==> src/rtl/button_pkg.sv <==
// Shared types and constants for the push-button conditioner.
package button_pkg;

   typedef enum logic [1:0] {
      IDLE   = 2'd0,
      DELAY  = 2'd1,
      REPEAT = 2'd2
   } rpt_state_t;

   localparam int BTN_UP    = 0;
   localparam int BTN_DOWN  = 1;
   localparam int BTN_LEFT  = 2;
   localparam int BTN_RIGHT = 3;

   function automatic int max_int(input int a, input int b);
      return (a > b) ? a : b;
   endfunction

endpackage

==> src/rtl/button_channel.sv <==
// One button: two-flop synchroniser, debounce, registered edge pulses and auto-repeat.
// `release` is a reserved word, so the release pulse output is named release_pulse.
module button_channel
   import button_pkg::*;
#(
   parameter int DEBOUNCE_CYCLES = 4,
   parameter int REPEAT_DELAY    = 32,
   parameter int REPEAT_PERIOD   = 8
) (
   input  logic clk,
   input  logic reset,
   input  logic btn_n,
   input  logic repeat_en,
   output logic held,
   output logic press,
   output logic release_pulse
);

   localparam int DB_W  = (DEBOUNCE_CYCLES > 1) ? $clog2(DEBOUNCE_CYCLES) : 1;
   localparam int RPT_W = $clog2(max_int(REPEAT_DELAY, REPEAT_PERIOD)) + 1;
   localparam logic [DB_W-1:0]  DB_LAST     = DB_W'(DEBOUNCE_CYCLES - 1);
   localparam logic [RPT_W-1:0] DELAY_LAST  = RPT_W'(REPEAT_DELAY - 1);
   localparam logic [RPT_W-1:0] PERIOD_LAST = RPT_W'(REPEAT_PERIOD - 1);

   logic             sync1;
   logic             sync2;
   logic             s;
   logic             level;
   logic [DB_W-1:0]  db_cnt;
   logic             rise;
   logic             fall;
   logic             tick;
   rpt_state_t       state;
   rpt_state_t       state_next;
   logic [RPT_W-1:0] rcnt;
   logic [RPT_W-1:0] rcnt_next;

   // Synchroniser resets to the raw released level so a held button reads as a fresh press.
   always_ff @(posedge clk or negedge reset) begin
      if (!reset) begin
         sync1 <= 1'b1;
         sync2 <= 1'b1;
      end else begin
         sync1 <= btn_n;
         sync2 <= sync1;
      end
   end

   assign s = ~sync2;

   always_ff @(posedge clk or negedge reset) begin
      if (!reset) begin
         level  <= 1'b0;
         db_cnt <= '0;
      end else if (s == level) begin
         db_cnt <= '0;
      end else if (db_cnt == DB_LAST) begin
         level  <= s;
         db_cnt <= '0;
      end else begin
         db_cnt <= db_cnt + 1'b1;
      end
   end

   // The output stage lags level by one cycle, so their difference marks the edges.
   assign rise = level & ~held;
   assign fall = ~level & held;

   always_comb begin
      state_next = state;
      rcnt_next  = rcnt;
      tick       = 1'b0;
      case (state)
         IDLE: begin
            if (rise && repeat_en) begin
               state_next = DELAY;
               rcnt_next  = '0;
            end
         end
         DELAY: begin
            if (!repeat_en) begin
               state_next = IDLE;
            end else if (rcnt == DELAY_LAST) begin
               tick       = 1'b1;
               state_next = REPEAT;
               rcnt_next  = '0;
            end else begin
               rcnt_next = rcnt + 1'b1;
            end
         end
         REPEAT: begin
            if (!repeat_en) begin
               state_next = IDLE;
            end else if (rcnt == PERIOD_LAST) begin
               tick      = 1'b1;
               rcnt_next = '0;
            end else begin
               rcnt_next = rcnt + 1'b1;
            end
         end
         default: state_next = IDLE;
      endcase
      // A release always wins over a repeat tick landing in the same cycle.
      if (fall) begin
         state_next = IDLE;
         tick       = 1'b0;
      end
   end

   always_ff @(posedge clk or negedge reset) begin
      if (!reset) begin
         state <= IDLE;
         rcnt  <= '0;
      end else begin
         state <= state_next;
         rcnt  <= rcnt_next;
      end
   end

   always_ff @(posedge clk or negedge reset) begin
      if (!reset) begin
         held          <= 1'b0;
         press         <= 1'b0;
         release_pulse <= 1'b0;
      end else begin
         held          <= level;
         press         <= rise | tick;
         release_pulse <= fall;
      end
   end

endmodule

==> src/rtl/button_conditioner.sv <==
// Conditions N_BTN active-low push buttons into held levels plus press/release pulses.
// Bit order is up, down, left, right; release pulses appear on release_pulse.
module button_conditioner #(
   parameter int N_BTN           = 4,
   parameter int DEBOUNCE_CYCLES = 4,
   parameter int REPEAT_DELAY    = 32,
   parameter int REPEAT_PERIOD   = 8
) (
   input  logic             clk,
   input  logic             reset,
   input  logic [N_BTN-1:0] btn_n,
   input  logic [N_BTN-1:0] repeat_en,
   output logic [N_BTN-1:0] held,
   output logic [N_BTN-1:0] press,
   output logic [N_BTN-1:0] release_pulse
);

   for (genvar i = 0; i < N_BTN; i++) begin : g_chan
      button_channel #(
         .DEBOUNCE_CYCLES (DEBOUNCE_CYCLES),
         .REPEAT_DELAY    (REPEAT_DELAY),
         .REPEAT_PERIOD   (REPEAT_PERIOD)
      ) u_chan (
         .clk           (clk),
         .reset         (reset),
         .btn_n         (btn_n[i]),
         .repeat_en     (repeat_en[i]),
         .held          (held[i]),
         .press         (press[i]),
         .release_pulse (release_pulse[i])
      );
   end

endmodule

==> config.mk <==
export PLATFORM = sky130hd
export DESIGN_NAME = button_conditioner
export DESIGN_NICKNAME = d
export VERILOG_FILES = /design/src/rtl/button_pkg.sv /design/src/rtl/button_channel.sv /design/src/rtl/button_conditioner.sv
export SDC_FILE = /design/constraint.sdc
export NUM_CORES = 1
export LEC_CHECK = 0
export ABC_AREA = 1
export CAP_MARGIN = 20
export CORE_AREA = 8 8 86 88
export DETAILED_ROUTE_END_ITERATION = 6
export DIE_AREA = 0 0 94 96
export HOLD_SLACK_MARGIN = 0.03
export PLACE_DENSITY = 0.79
export SETUP_SLACK_MARGIN = 0.5
export SLEW_MARGIN = 20
export SYNTH_ARGS = -nofsm -noshare
export SYNTH_HDL_FRONTEND = slang
export SYNTH_SLANG_ARGS = --single-unit
export TNS_END_PERCENT = 100
==> constraint.sdc <==
create_clock -name clk -period 1.7 [get_ports clk]
set_clock_uncertainty 0.1 [all_clocks]
set_input_delay 0.34 -clock clk [delete_from_list [all_inputs] [get_ports clk]]
set_output_delay 0.34 -clock clk [all_outputs]
set_load 0.005 [all_outputs]
After elaboration in Yosys (flattened, before gate mapping). Cells that the tools add are included.

Bits in registers: 64. Latch bits: 0. Bits in writable memories: 0. Bits in read-only memories: 0. Input bits: 10. Output and inout port bits: 12. Logic and storage cells: 224. Memories: 0.

$add $sub $neg: 8. Multiply operators: 0. Div/mod/pow operators: 0. Magnitude comparators: 0. Eq/ne operators: 48. Shift operators: 0. Multiplexer cells: 80. Bitwise gates (word level): 28. Reduce and logical (&&, ||, !) cells: 24.

Operators by type and width (number): $mux 6 (20); $pmux 6 s3 (4); $mux 2 (28); $add 6x1->6 const B (4); $eq 6x3->1 const B (4); $eq 6x5->1 const B (4); $pmux 2 s3 (4); $mux 1 (20); $eq 2x2->1 const B (8); $ne 2x2->1 const B (8); $ne 4x2->1 const B (4); $not 1->1 (16); $reduce_and 4->1 (4); $ne 3x1->1 const B (4); $ne 3x2->1 const B (4); $reduce_and 3->1 (4); $reduce_bool 3->1 (4); $add 2x1->2 const B (4); $and 1x1->1 (8); $eq 2x1->1 const B (4); $logic_not 2->1 (4); $ne 2x1->1 const B (4); $pmux 1 s2 (4); $reduce_and 2->1 (4); other kinds (3) (12).

Depth between registers and ports, before layout. Gate-level depths: netlist of run 1.

Depth in word-level cells: 6. Mapped depth: 10. Gate-level depth less buffers: 10.

Modules after synthesis. Synthesis of run 1 repeated with hierarchy kept, for this count alone.

Cells, all modules: 453. Area, all modules: 3583.4 µm².

Modules (own cells, without submodules): button_channel at g_chan[0].u_chan ... (times used 3, cells each 113, area an instance 885.8 µm², seq. area each 402.9 µm²); button_channel at g_chan[1].u_chan (times used 1, cells each 114, area an instance 925.9 µm², seq. area each 402.9 µm²).

Least setup slack after synthesis of run 1. No wires, ideal clock.

Kind: reg2reg. From: register g_chan[1].u_chan.state[0]. To: register g_chan[1].u_chan.rcnt[4]. Library setup time: 0.121 ns. Data arrival time: 1.324 ns. Slack: 0.155 ns. Stages on the path, launching flop included: 8. Path buffers: 0. Clock period less this slack: 1.545 ns. Cell sequence: dfrtp_1 inv_1 ha_1 or2_2 nand3_2 inv_2 nand3_1 a21oi_1.

Longest elaborated chain between the ends: 3.

Ends and longest elaborated chain: start, declared (RTL line button_channel.sv:33) `rpt_state_t state;`; start signal, assigned (RTL line button_channel.sv:115) `state <= state_next;`; $eq 2x2->1 (tied with other cells) (RTL line button_channel.sv:73) `case (state)`; $ne 2x2->1 (no source line) (tied with other cells); $reduce_and 4->1 (no source line); end signal, assigned (RTL line button_channel.sv:116) `rcnt <= rcnt_next;`; end, declared (RTL line button_channel.sv:35) `logic [RPT_W-1:0] rcnt;`.

Several ways; a longest one is shown, not always the timed one. A chain may end at the register's enable or synchronous reset.

Worst setup path after layout of run 1.
From: register g_chan[3].u_chan.state[0]. To: register g_chan[3].u_chan.rcnt[0].

Longest elaborated chain between the ends: 3.

Ends and longest elaborated chain (RTL line): start, declared (button_channel.sv:33); start signal, assigned (button_channel.sv:115); $eq 2x2->1 (tied with other cells) (button_channel.sv:73); $ne 2x2->1 (no source line) (tied with other cells); $reduce_and 4->1 (no source line); end signal, assigned (button_channel.sv:116); end, declared (button_channel.sv:35).

Several ways; a longest one is shown, not always the timed one.

==> summary.txt, run 1 <==
Floorplan
  – Num rows: 29
  – Area of the die: 0.00902 sq mm
  – Die W: 94 microns
  – Top Ports: 22
  – Core area: 0.00610 sq mm
  – Die height: 96 microns
  – Starting density of the core: 0.567

Clock tree
  – Max Root-Sink Buffers: 2
  – Num CTS Buffers: 9
  – Clock transition at path regs: 0.07 ns
  – Sink Count: 64
  – Clk_lat worst skew: 0.34 ns
  – CTS tree: done
  – CTS root buf: clkbuf_8
  – Htree depth: 3

Worst setup path
  – R2R depth: 9
  – Stages on the worst setup path: 9
  – CP max stage cell: dfrtp_1
  – WP data required: 1.86 ns
  – R2r endpoint: g_chan[3].u_chan.rcnt[0]
  – Crit-path max cell delay: 0.41 ns
  – R2r setup slk: -0.000008 ns
  – Worst Path Max Fanout: 6
  – Setup crit start: g_chan[3].u_chan.state[0]
  – Critical path's most frequent cell: inv_2
  – CP startpoint kind: flip-flop
  – Setup CP Type: reg2reg
  – WP data arrival: 1.86 ns
  – Critical-path cell list: inv_2 -> ha_4 -> inv_2 -> nand2_2 -> nand3_4 -> nor2_4 -> buf_4 -> nand4_1 -> o21ai_1
  – Worst Setup EP: g_chan[3].u_chan.rcnt[0]
  – Worst r2r src: g_chan[3].u_chan.state[0]
  – Critical path's top delay family: flip-flops
  – Buf/Inv on CP: 3
  – Crit. End Element: flip-flop

Place
  – PortBufs: 21
  – Global placement routability congestion: 0.834
  – Worst slack, placed: -0.0735 ns
  – DP HPWL: 4770 microns

Drt
  – Vias/cell: 5.56
  – Antenna-violating nets left: 0
  – DRT Wirelength: 9190 microns
  – Wire length per cell after detailed routing: 15.7 microns
  – Detailed-route DRC error count: 0
  – Vias: 3256
  – Drt initial violations: 162
  – 1st-pass router iterations: 5

Global routing
  – Initial antenna violation count: 0
  – Grt ovf: 0
  – All-layer global routing usage: 0.187
  – Met3 Use GR: 0.0460
  – GR peak layer: met2
  – Pin count of the biggest net entering global routing: 65
  – Vias in the first global route: 3173
  – Global-route wire length before repair: 13400 microns
  – Met2 GRT Util: 0.328
  – Global Route met1 Usage: 0.198

Yosys
  – YS warnings: 0
  – Sequential share of the synthesized area: 0.466
  – Synth top area share: 0.405
  – Yosys reg bits: 64
  – Synthesized net count: 468
  – Syn_area_per_cell: 7.97 sq um
  – Cell taking the most area after synthesis: dfrtp_1
  – Synth Instances: 434
  – Yosys cell types: 26
  – Synth area leaders: dfrtp_1 41%, nand2_1 12%, ha_1 8.7%, inv_1 7.1%, dfstp_2 6.1%
  – Mapped Area: 0.00346 sq mm

STA
  – Slew Limit Headroom: 0.772
  – Post-route clock period utilization: 1.00
  – Final hold vios: 0
  – Slew @ Worst Pin: 0.339 ns
  – Final slew viol count: 0
  – Tmin final: 1.70 ns
  – Setup TNS Final: -0.00000844 ns
  – # setup viols final: 1
  – Worst Setup Slack, final: -0.00000844 ns
  – Unrepaired setup endpoints after global routing: true
  – Highest clock rate: 0.588 GHz

Pwr
  – Peak supply drop: 1.27 mV
  – LEAKAGE: 2.33 nW
  – PD cells: 1940 mW/mm^2

Final layout
  – Fillers: 344
  – Nets: 538
  – Layout cells sized above 1: 0.409
  – Register area: 0.00161 sq mm
  – Area Overhead vs Synth: 38.6%
  – Multi-input logic area: 0.00208 sq mm
  – Antenna Diode Count: 0

Job
  – Max-cap viol count: 0

Hold path
  – Worst min-delay path class: reg2reg

Outcome
  – Outcome: complete, but fails checks
  – Failing checks: negative setup slack
==> cells in the mapped netlist, drive strengths merged <==
| cell | n |
|---|---|
| a21oi | 18 |
| and3 | 1 |
| buf | 12 |
| dfrtp | 56 |
| dfstp | 8 |
| ha | 24 |
| inv | 70 |
| nand2 | 115 |
| nand3 | 27 |
| nand4 | 9 |
| nor2 | 51 |
| nor3 | 10 |
| o211ai | 2 |
| o21ai | 23 |
| o21bai | 1 |
| o22ai | 2 |
| or2 | 1 |
| xor2 | 4 |
==> kinds of logic after synthesis <==
kind of cell               share of synthesized area
AOI/OAI and AO/OA                             0.0720
buffers and inverters                          0.102
xor gates and xnor gates                      0.0101
adders and majority gates                     0.0868
and+or+nand+nor                                0.263
DFF                                            0.466
==> where the power goes <==
group	internal, mW	leakage [nW]	switching (mW)	total [mW]
registers	1.98	0.812	0.371	2.35
logic	2.50	1.42	3.27	5.77
clock network	0.560	0.0899	0.599	1.16
==> layout by cell type, fill, tap and decap left out, types with 2 or more instances in the layout <==
| master | n |
|---|---|
| ha_1 | 9 |
| nor3_4 | 2 |
| nand2_4 | 10 |
| nor2_4 | 11 |
| nand3_4 | 3 |
| inv_2 | 12 |
| ha_4 | 14 |
| buf_4 | 42 |
| dfstp_2 | 8 |
| a21oi_2 | 9 |
| xor2_1 | 4 |
| clkinv_2 | 4 |
| clkbuf_8 | 10 |
| o21ai_1 | 8 |
| dfrtp_1 | 55 |
| nor3_1 | 7 |
| a21oi_1 | 8 |
| nand4_1 | 9 |
| nand3_1 | 18 |
| o21ai_0 | 5 |
| nand3_2 | 6 |
| buf_2 | 12 |
| inv_1 | 50 |
| inv_4 | 8 |
| nand2_2 | 24 |
| nor2_2 | 6 |
| clkbuf_1 | 2 |
| o21ai_2 | 9 |
| nand2_1 | 81 |
| clkdlybuf4s50_1 | 8 |
| buf_6 | 6 |
| nor2_1 | 34 |
==> state kept, by name, summed over array words and instances (netlist names) <==
register                     flops
g_chan.u_chan.held               4
g_chan.u_chan.release_pulse      4
g_chan.u_chan.level              4
g_chan.u_chan.state              8
g_chan.u_chan.sync1              4
g_chan.u_chan.press              4
g_chan.u_chan.sync2              4
g_chan.u_chan.db_cnt             8
g_chan.u_chan.rcnt              24
==> stage by stage <==
step / cells / hold WS [ns] / power [mW] / cell area, sq um / utilization
6_report: 586 / 0.257 / 9.28 / 4790 / 0.786
5_1_grt: 586 / 0.264 / 9.87 / 4790 / 0.786
4_1_cts: 569 / 0.257 / 8.14 / 4430 / 0.727
3_5_place_dp: 523 / 0.247 / 5.85 / 3830 / 0.628
3_3_place_gp: 523 / 0.245 / 5.69 / 3830 / 0.628
2_1_floorplan: 434 / -0.0556 / 5.04 / 3580 / -
==> worst reg2reg max path, stage by stage (launching register included) <==
cell	delay, ns
dfrtp_1	0.41
inv_2	0.10
ha_4	0.29
inv_2	0.05
nand2_2	0.09
nand3_4	0.09
nor2_4	0.16
buf_4	0.15
nand4_1	0.07
o21ai_1	0.11
==> timing repair <==
action,in CTS,in global routing
hold buffers,1,0
hold endpoints to repair,56,0
pin swaps,50,42
resized for setup,114,65
setup endpoints to repair,48,48
setup buffers,29,17
==> area by class of cell <==
| class | instances | area share |
|---|---|---|
| Multi-Input combinational cell | 288 | 0.434 |
| Clock inverter | 4 | 0.00418 |
| Clock buffer | 12 | 0.0303 |
| Timing Repair Buffer | 71 | 0.116 |
| Inverter | 70 | 0.0590 |
| Tap cell | 77 | 0.0201 |
| Sequential cell | 64 | 0.336 |
==> layer usage <==
layer  part of all wire  vias up
li1                   -     1498
met1               0.40     1589
met2               0.51      135
met3              0.056       34
met4              0.042        0
met5                  0        -
==> worst min path at each step <==
stage,startpoint,endpoint,slack [ns],cells after the start
floorplan,reset,g_chan[0].u_chan.db_cnt[0],-0.06,0
global placement,g_chan[1].u_chan.sync1,g_chan[1].u_chan.sync2,0.25,0
detailed placement,g_chan[0].u_chan.sync1,g_chan[0].u_chan.sync2,0.25,0
CTS,g_chan[0].u_chan.sync1,g_chan[0].u_chan.sync2,0.26,0
global route,g_chan[0].u_chan.sync1,g_chan[0].u_chan.sync2,0.26,0
finish,g_chan[0].u_chan.sync1,g_chan[0].u_chan.sync2,0.26,0
No activity file was read; power rests on OpenSTA's default activity.
==> inputs of run 2 (changes only) <==
--- a/config.mk
+++ b/config.mk
@@ -10,7 +10,6 @@
 export CORE_AREA = 8 8 86 88
 export DETAILED_ROUTE_END_ITERATION = 6
 export DIE_AREA = 0 0 94 96
-export HOLD_SLACK_MARGIN = 0.03
 export PLACE_DENSITY = 0.79
 export SETUP_SLACK_MARGIN = 0.5
 export SLEW_MARGIN = 20
==> results of run 2 <==
The final DEF is identical to that of run 1; final timing and power are the same.
